[src/rtl/i_rotary_encoder_pkg.sv]
// Shared definitions for the quadrature rotary encoder decoder.
// Phase pairs are written {B,A}.
package i_rotary_encoder_pkg;

    localparam int SYNC_STAGES_DEFAULT = 2;

    typedef enum logic [2:0] {
        ST_IDLE    = 3'd0,
        ST_CW1     = 3'd1,
        ST_CW2     = 3'd2,
        ST_CW3     = 3'd3,
        ST_CCW1    = 3'd4,
        ST_CCW2    = 3'd5,
        ST_CCW3    = 3'd6,
        ST_INVALID = 3'd7
    } state_t;

    localparam logic [1:0] PH_00 = 2'b00;
    localparam logic [1:0] PH_01 = 2'b01;
    localparam logic [1:0] PH_10 = 2'b10;
    localparam logic [1:0] PH_11 = 2'b11;

endpackage

[src/rtl/sync_ff.sv]
// Multi-stage flip-flop synchronizer for one asynchronous input bit.
// Resets to 0 so a mid-rotation reset restarts decoding from phase 00.
module sync_ff #(
    parameter int STAGES = 2
) (
    input  logic i_clk,
    input  logic i_rst,
    input  logic i_d,
    output logic o_q
);

    logic [STAGES-1:0] r_sync;

    genvar gi;
    generate
        for (gi = 0; gi < STAGES; gi++) begin : g_stage
            if (gi == 0) begin : g_first
                always_ff @(posedge i_clk) begin
                    if (i_rst) r_sync[gi] <= 1'b0;
                    else       r_sync[gi] <= i_d;
                end
            end else begin : g_next
                always_ff @(posedge i_clk) begin
                    if (i_rst) r_sync[gi] <= 1'b0;
                    else       r_sync[gi] <= r_sync[gi-1];
                end
            end
        end
    endgenerate

    assign o_q = r_sync[STAGES-1];

endmodule

[src/rtl/i_rotary_encoder.sv]
// Quadrature rotary encoder decoder: synchronizes both phases and emits one
// registered pulse plus direction per completed detent.
module i_rotary_encoder
    import i_rotary_encoder_pkg::*;
#(
    parameter int SYNC_STAGES = SYNC_STAGES_DEFAULT
) (
    input  logic i_clk,
    input  logic i_rst,
    input  logic i_phase_a,
    input  logic i_phase_b,
    output logic o_cnt,
    output logic o_cnt_cw
);

    logic [1:0] w_raw;
    logic [1:0] w_sync;
    logic [1:0] r_ab;
    state_t     r_state;
    logic       r_cnt;
    logic       r_cnt_cw;

    assign w_raw = {i_phase_b, i_phase_a};

    genvar gi;
    generate
        for (gi = 0; gi < 2; gi++) begin : g_sync
            sync_ff #(
                .STAGES (SYNC_STAGES)
            ) u_sync (
                .i_clk (i_clk),
                .i_rst (i_rst),
                .i_d   (w_raw[gi]),
                .o_q   (w_sync[gi])
            );
        end
    endgenerate

    // r_ab retimes the synchronized pair so the FSM sees a clean registered
    // input; together with the registered outputs this sets the detent latency.
    always_ff @(posedge i_clk) begin
        if (i_rst) begin
            r_ab     <= PH_00;
            r_state  <= ST_IDLE;
            r_cnt    <= 1'b0;
            r_cnt_cw <= 1'b0;
        end else begin
            r_ab  <= w_sync;
            r_cnt <= 1'b0;
            case (r_state)
                ST_IDLE: begin
                    case (r_ab)
                        PH_01:   r_state <= ST_CW1;
                        PH_10:   r_state <= ST_CCW1;
                        PH_11:   r_state <= ST_INVALID;
                        default: r_state <= r_state;
                    endcase
                end
                ST_CW1: begin
                    case (r_ab)
                        PH_11:   r_state <= ST_CW2;
                        PH_10:   r_state <= ST_CW3;
                        PH_00:   r_state <= ST_IDLE;
                        default: r_state <= r_state;
                    endcase
                end
                ST_CW2: begin
                    case (r_ab)
                        PH_10:   r_state <= ST_CW3;
                        PH_01:   r_state <= ST_CW1;
                        PH_00:   r_state <= ST_IDLE;
                        default: r_state <= r_state;
                    endcase
                end
                ST_CW3: begin
                    case (r_ab)
                        PH_00: begin
                            r_state  <= ST_IDLE;
                            r_cnt    <= 1'b1;
                            r_cnt_cw <= 1'b1;
                        end
                        PH_11:   r_state <= ST_CW2;
                        PH_01:   r_state <= ST_INVALID;
                        default: r_state <= r_state;
                    endcase
                end
                ST_CCW1: begin
                    case (r_ab)
                        PH_11:   r_state <= ST_CCW2;
                        PH_01:   r_state <= ST_CCW3;
                        PH_00:   r_state <= ST_IDLE;
                        default: r_state <= r_state;
                    endcase
                end
                ST_CCW2: begin
                    case (r_ab)
                        PH_01:   r_state <= ST_CCW3;
                        PH_10:   r_state <= ST_CCW1;
                        PH_00:   r_state <= ST_IDLE;
                        default: r_state <= r_state;
                    endcase
                end
                ST_CCW3: begin
                    case (r_ab)
                        PH_00: begin
                            r_state  <= ST_IDLE;
                            r_cnt    <= 1'b1;
                            r_cnt_cw <= 1'b0;
                        end
                        PH_11:   r_state <= ST_CCW2;
                        PH_10:   r_state <= ST_INVALID;
                        default: r_state <= r_state;
                    endcase
                end
                ST_INVALID: begin
                    if (r_ab == PH_00) r_state <= ST_IDLE;
                end
                default: r_state <= ST_IDLE;
            endcase
        end
    end

    assign o_cnt    = r_cnt;
    assign o_cnt_cw = r_cnt_cw;

endmodule

[config.mk]
export PLATFORM = sky130hd
export DESIGN_NAME = i_rotary_encoder
export DESIGN_NICKNAME = d
export VERILOG_FILES = /design/src/rtl/i_rotary_encoder_pkg.sv /design/src/rtl/sync_ff.sv /design/src/rtl/i_rotary_encoder.sv
export SDC_FILE = /design/constraint.sdc
export NUM_CORES = 1
export LEC_CHECK = 0
export ABC_AREA = 1
export CORE_MARGIN = 2
export CORE_UTILIZATION = 55
export CTS_BUF_LIST = sky130_fd_sc_hd__clkbuf_16
export DETAILED_ROUTE_END_ITERATION = 8
export GPL_ROUTABILITY_DRIVEN = 0
export PLACE_DENSITY = 0.83
export SLEW_MARGIN = 40
export SYNTH_ARGS = -nofsm -noshare
export SYNTH_HDL_FRONTEND = slang
export SYNTH_SLANG_ARGS = --single-unit
export TNS_END_PERCENT = 50
[constraint.sdc]
create_clock -name i_clk -period 2.05 [get_ports i_clk]
set_clock_uncertainty 0.2 [all_clocks]
set_input_delay 0.41 -clock i_clk [delete_from_list [all_inputs] [get_ports i_clk]]
set_output_delay 0.41 -clock i_clk [all_outputs]
set_load 0.005 [all_outputs]
==> flow_summary_export.csv <==
group,metric,value,unit
timing,finalSetupTns,0,ns
synth,yosysSeqAreaShare,28.81,%
synth,syn_area_per_cell,6.534,um^2
worst_setup_path,crit_path_max_incr_delay,0.40,ns
timing,slew_headroom,75.88,%
timing,drv_slew,0,
finish,layout-drive-gt1-share,11.29,%
synth,synth_xor_xnor_area_share,0,%
job,maxCapViolations,0,
worst_setup_path,path_cells,"inv_1, ha_1, nor2_2, inv_1, nor2_1, nand2_1, nand2_1, nor2_2, nand2_2, nand2_1, nand2_1, nor2_1",
clock_tree,clock_latency,0.23,ns
placed_design,pre_cts_ws,0.1427,ns
worst_setup_path,critPathMostFrequentCell,"nand2_1",
detailed_routing,drtIter0Drc,44,
worst_setup_path,slowest_stage,"dfxtp_1",
finish,finalNetCount,137,
worst_setup_path,critPathTopFamily,"simple AND/OR/NAND/NOR gates",
worst_setup_path,arrival,1.85,ns
detailed_routing,detail_route.wl_per_cell,11.86,um
global_routing,antenna_found_initial,0,
global_routing,grtUsageTotal,23.94,%
clock_tree,cts_buffers,3,
detailed_routing,postRouteWirelength,1649,um
worst_hold_path,hp-class,"reg2reg",
finish,final_area,893.4,um^2
placed_design,hpwl,1150,um
timing,setup_ws,0.1287,ns
power,power-per-cell-area,1025,nW/um^2
clock_tree,htreeDepth,1,
power,switching_share,34.79,%
synth,synthMuxAreaShare,0,%
global_routing,grt_overflow_total,0,
clock_tree,cts_root_buffer,"clkbuf_16",
synth,synth_top_family_by_area,"simple AND/OR/NAND/NOR gates",
global_routing,grt_max_degree,9,
timing,fmax,520.5,MHz
synth,synth_nets,129,
global_routing,grt_pass1_vias,666,
power,clock_power_share,37.6,%
timing,post-route-period-util,93.72,%
finish,final_cell_count_no_fill,139,
clock_tree,cts.sinks,11,
worst_setup_path,worstSetupStartpointType,"flip-flop",
clock_tree,post_cts.repair.setup_buffers,0,
power,pwr-share-seq,32.2,%
floorplanning,die_height,41.28,um
detailed_routing,num_vias,770,
detailed_routing,dr.pass1.iters,4,
worst_setup_path,worstSetupPathType,"reg2reg",
global_routing,grt_util_met1,27.12,%
power,p_sw,318.6,uW
clock_tree,cts_max_path_buffers,2,
floorplanning,core,1301,um^2
synth,synth_compound_area_share,5.892,%
worst_setup_path,crit_buf_inv,2,
synth,synth_fa_ha_area_share,13.09,%
floorplanning,die_x,41.28,um
floorplanning,initial_core_util,58.75,%
worst_setup_path,cp-end-kind,"flip-flop",
synth,syn_area,764.5,um^2
synth,syn_inst,117,
placed_design,placed_cells,135,
worst_setup_path,critical_path.max_fanout,6,
timing,tightest_slew,0.3613,ns
floorplanning,io_pins,6,
worst_setup_path,required,1.98,ns
finish,area_delta_synth_final,16.86,%
global_routing,grt_first_pass_wirelength,2573,um
placed_design,place_area,810.8,um^2
timing,hold_ws,0.2026,ns
power,p_int,597.2,uW
synth,yosys_register_bits,11,
detailed_routing,via_per_inst,5.540,
power,p_leak,0.0004260,uW
timing,rsz0062_at_grt,"no",
synth,yosys_warnings,0,
placed_design,port_buffers,5,
synth,yosysTopAreaCellShare,28.81,%
clock_tree,cts_tree,"built",
power,vdd_drop_max,0.7020,mV
detailed_routing,drc_errors,0,
finish,n_antenna_cell,0,
global_routing,grt_use_met3,4.348,%
floorplanning,dieArea,1704,um^2
timing,setup_viol,0,
synth,synth_top_area_cell,"dfxtp_1",
floorplanning,rows,13,
global_routing,grtUsageMet2,39.84,%
clock_tree,clkTransAtPathRegs,0.04,ns
synth,synthSimpleGateAreaFrac,40.43,%
run_status,status,"completed",
power,pwr-share-comb,30.2,%
synth,synth.distinct_cells,16,
timing,period_minus_slack,1.921,ns
synth,synthTopCellsByArea,"dfxtp_1 29%, nor2_1 14%, ha_1 13%",
timing,hold_viol,0,
detailed_routing,ant_nets,0,
global_routing,busiest_layer,"met2",
==> worst register-to-register path, cell delays in order (launching register included) <==
cell,delay [ns]
dfxtp_1,0.40
inv_1,0.13
ha_1,0.22
nor2_2,0.17
inv_1,0.06
nor2_1,0.15
nand2_1,0.07
nand2_1,0.08
nor2_2,0.04
nand2_2,0.12
nand2_1,0.07
nand2_1,0.07
nor2_1,0.04
==> metal layers <==
layer	vias to the layer above	routed length, um	part of all wire, %
li1	375	-	-
met1	355	744	45
met2	33	765	46
met3	7	86	5.2
met4	0	53	3.2
met5	-	0	0
==> cell type report <==
class	count	area (um^2)
repair buffers	5	50.05
flip-flops and latches	11	221.5
clock buffers	3	75.07
clock inverters	1	3.754
well taps	15	18.77
multi-input cells	86	456.7
fillers	100	407.9
inverters	18	67.56
==> synth_stat cells <==
cell / instances
inv_2: 1
nor2_2: 3
nand2_1: 23
ha_1: 8
o21ai_0: 4
inv_1: 17
a21oi_1: 2
nand3_2: 1
buf_6: 2
nand3_1: 6
nor2_4: 1
nor2_1: 29
nand2_2: 3
o211ai_1: 2
dfxtp_1: 11
nand4_1: 4
==> flip-flops by register name (all words and copies together), names as in the netlist <==
signal and flops:
o_cnt 1, r_ab 2, r_state 3, o_cnt_cw 1, g_sync.u_sync.r_sync 2, g_sync.u_sync.o_q 2
==> power groups by stage <==
stage	registers [uW]	logic (uW)	clock network [uW]
floorplan	265	253	0
global placement	295	258	0
detailed placement	296	258	0
CTS	293	272	350
global route	298	309	360
finish	295	277	344
==> final timing paths <==
check | slack (ns) | endpoint | from | cells past startpoint
worst max-delay path | 0.13 | r_state[2]$_SDFFE_PP0P_ | r_ab[1]$_SDFF_PP0_ | 12
worst min-delay path | 0.20 | g_sync[0].u_sync.o_q$_SDFF_PP0_ | g_sync[0].u_sync.r_sync[0]$_SDFF_PP0_ | 2
worst max register to register | 0.13 | r_state[2]$_SDFFE_PP0P_ | r_ab[1]$_SDFF_PP0_ | 12
worst min register to register | 0.20 | g_sync[0].u_sync.o_q$_SDFF_PP0_ | g_sync[0].u_sync.r_sync[0]$_SDFF_PP0_ | 2
==> placed cells by master (no fill, tap or decap), types with 2 or more instances in the layout <==
cell | synthesis | routed
o21ai_0 | 4 | 4
a21oi_1 | 2 | 2
nor2_2 | 3 | 4
nor2_1 | 29 | 28
nand3_1 | 6 | 6
inv_1 | 17 | 18
nand4_1 | 4 | 4
dfxtp_1 | 11 | 10
nand2_1 | 23 | 23
clkdlybuf4s50_1 | 0 | 5
nand2_2 | 3 | 3
clkbuf_16 | 0 | 3
ha_1 | 8 | 8
o211ai_1 | 2 | 2
==> kinds of logic after synthesis <==
group	count (synthesis)
flops	11
simple gates	70
fa+ha+maj	8
compound gates	8
buf+inv	20
==> repair_timing <==
item / 4_1_cts / 5_1_grt
hold endpoints to repair: 0 / 0
resized for setup: 0 / 2
endpoints found under the setup margin: 0 / 3
hold buffers: 0 / 0
==> stage by stage <==
step	power [uW]	util (%)
floorplan	518.0	-
global placement	553.0	62.31
detailed placement	554.3	62.31
CTS	914.5	68.37
global route	967.1	68.65
finish	915.8	68.65
Power figures use the tool's default switching activity.
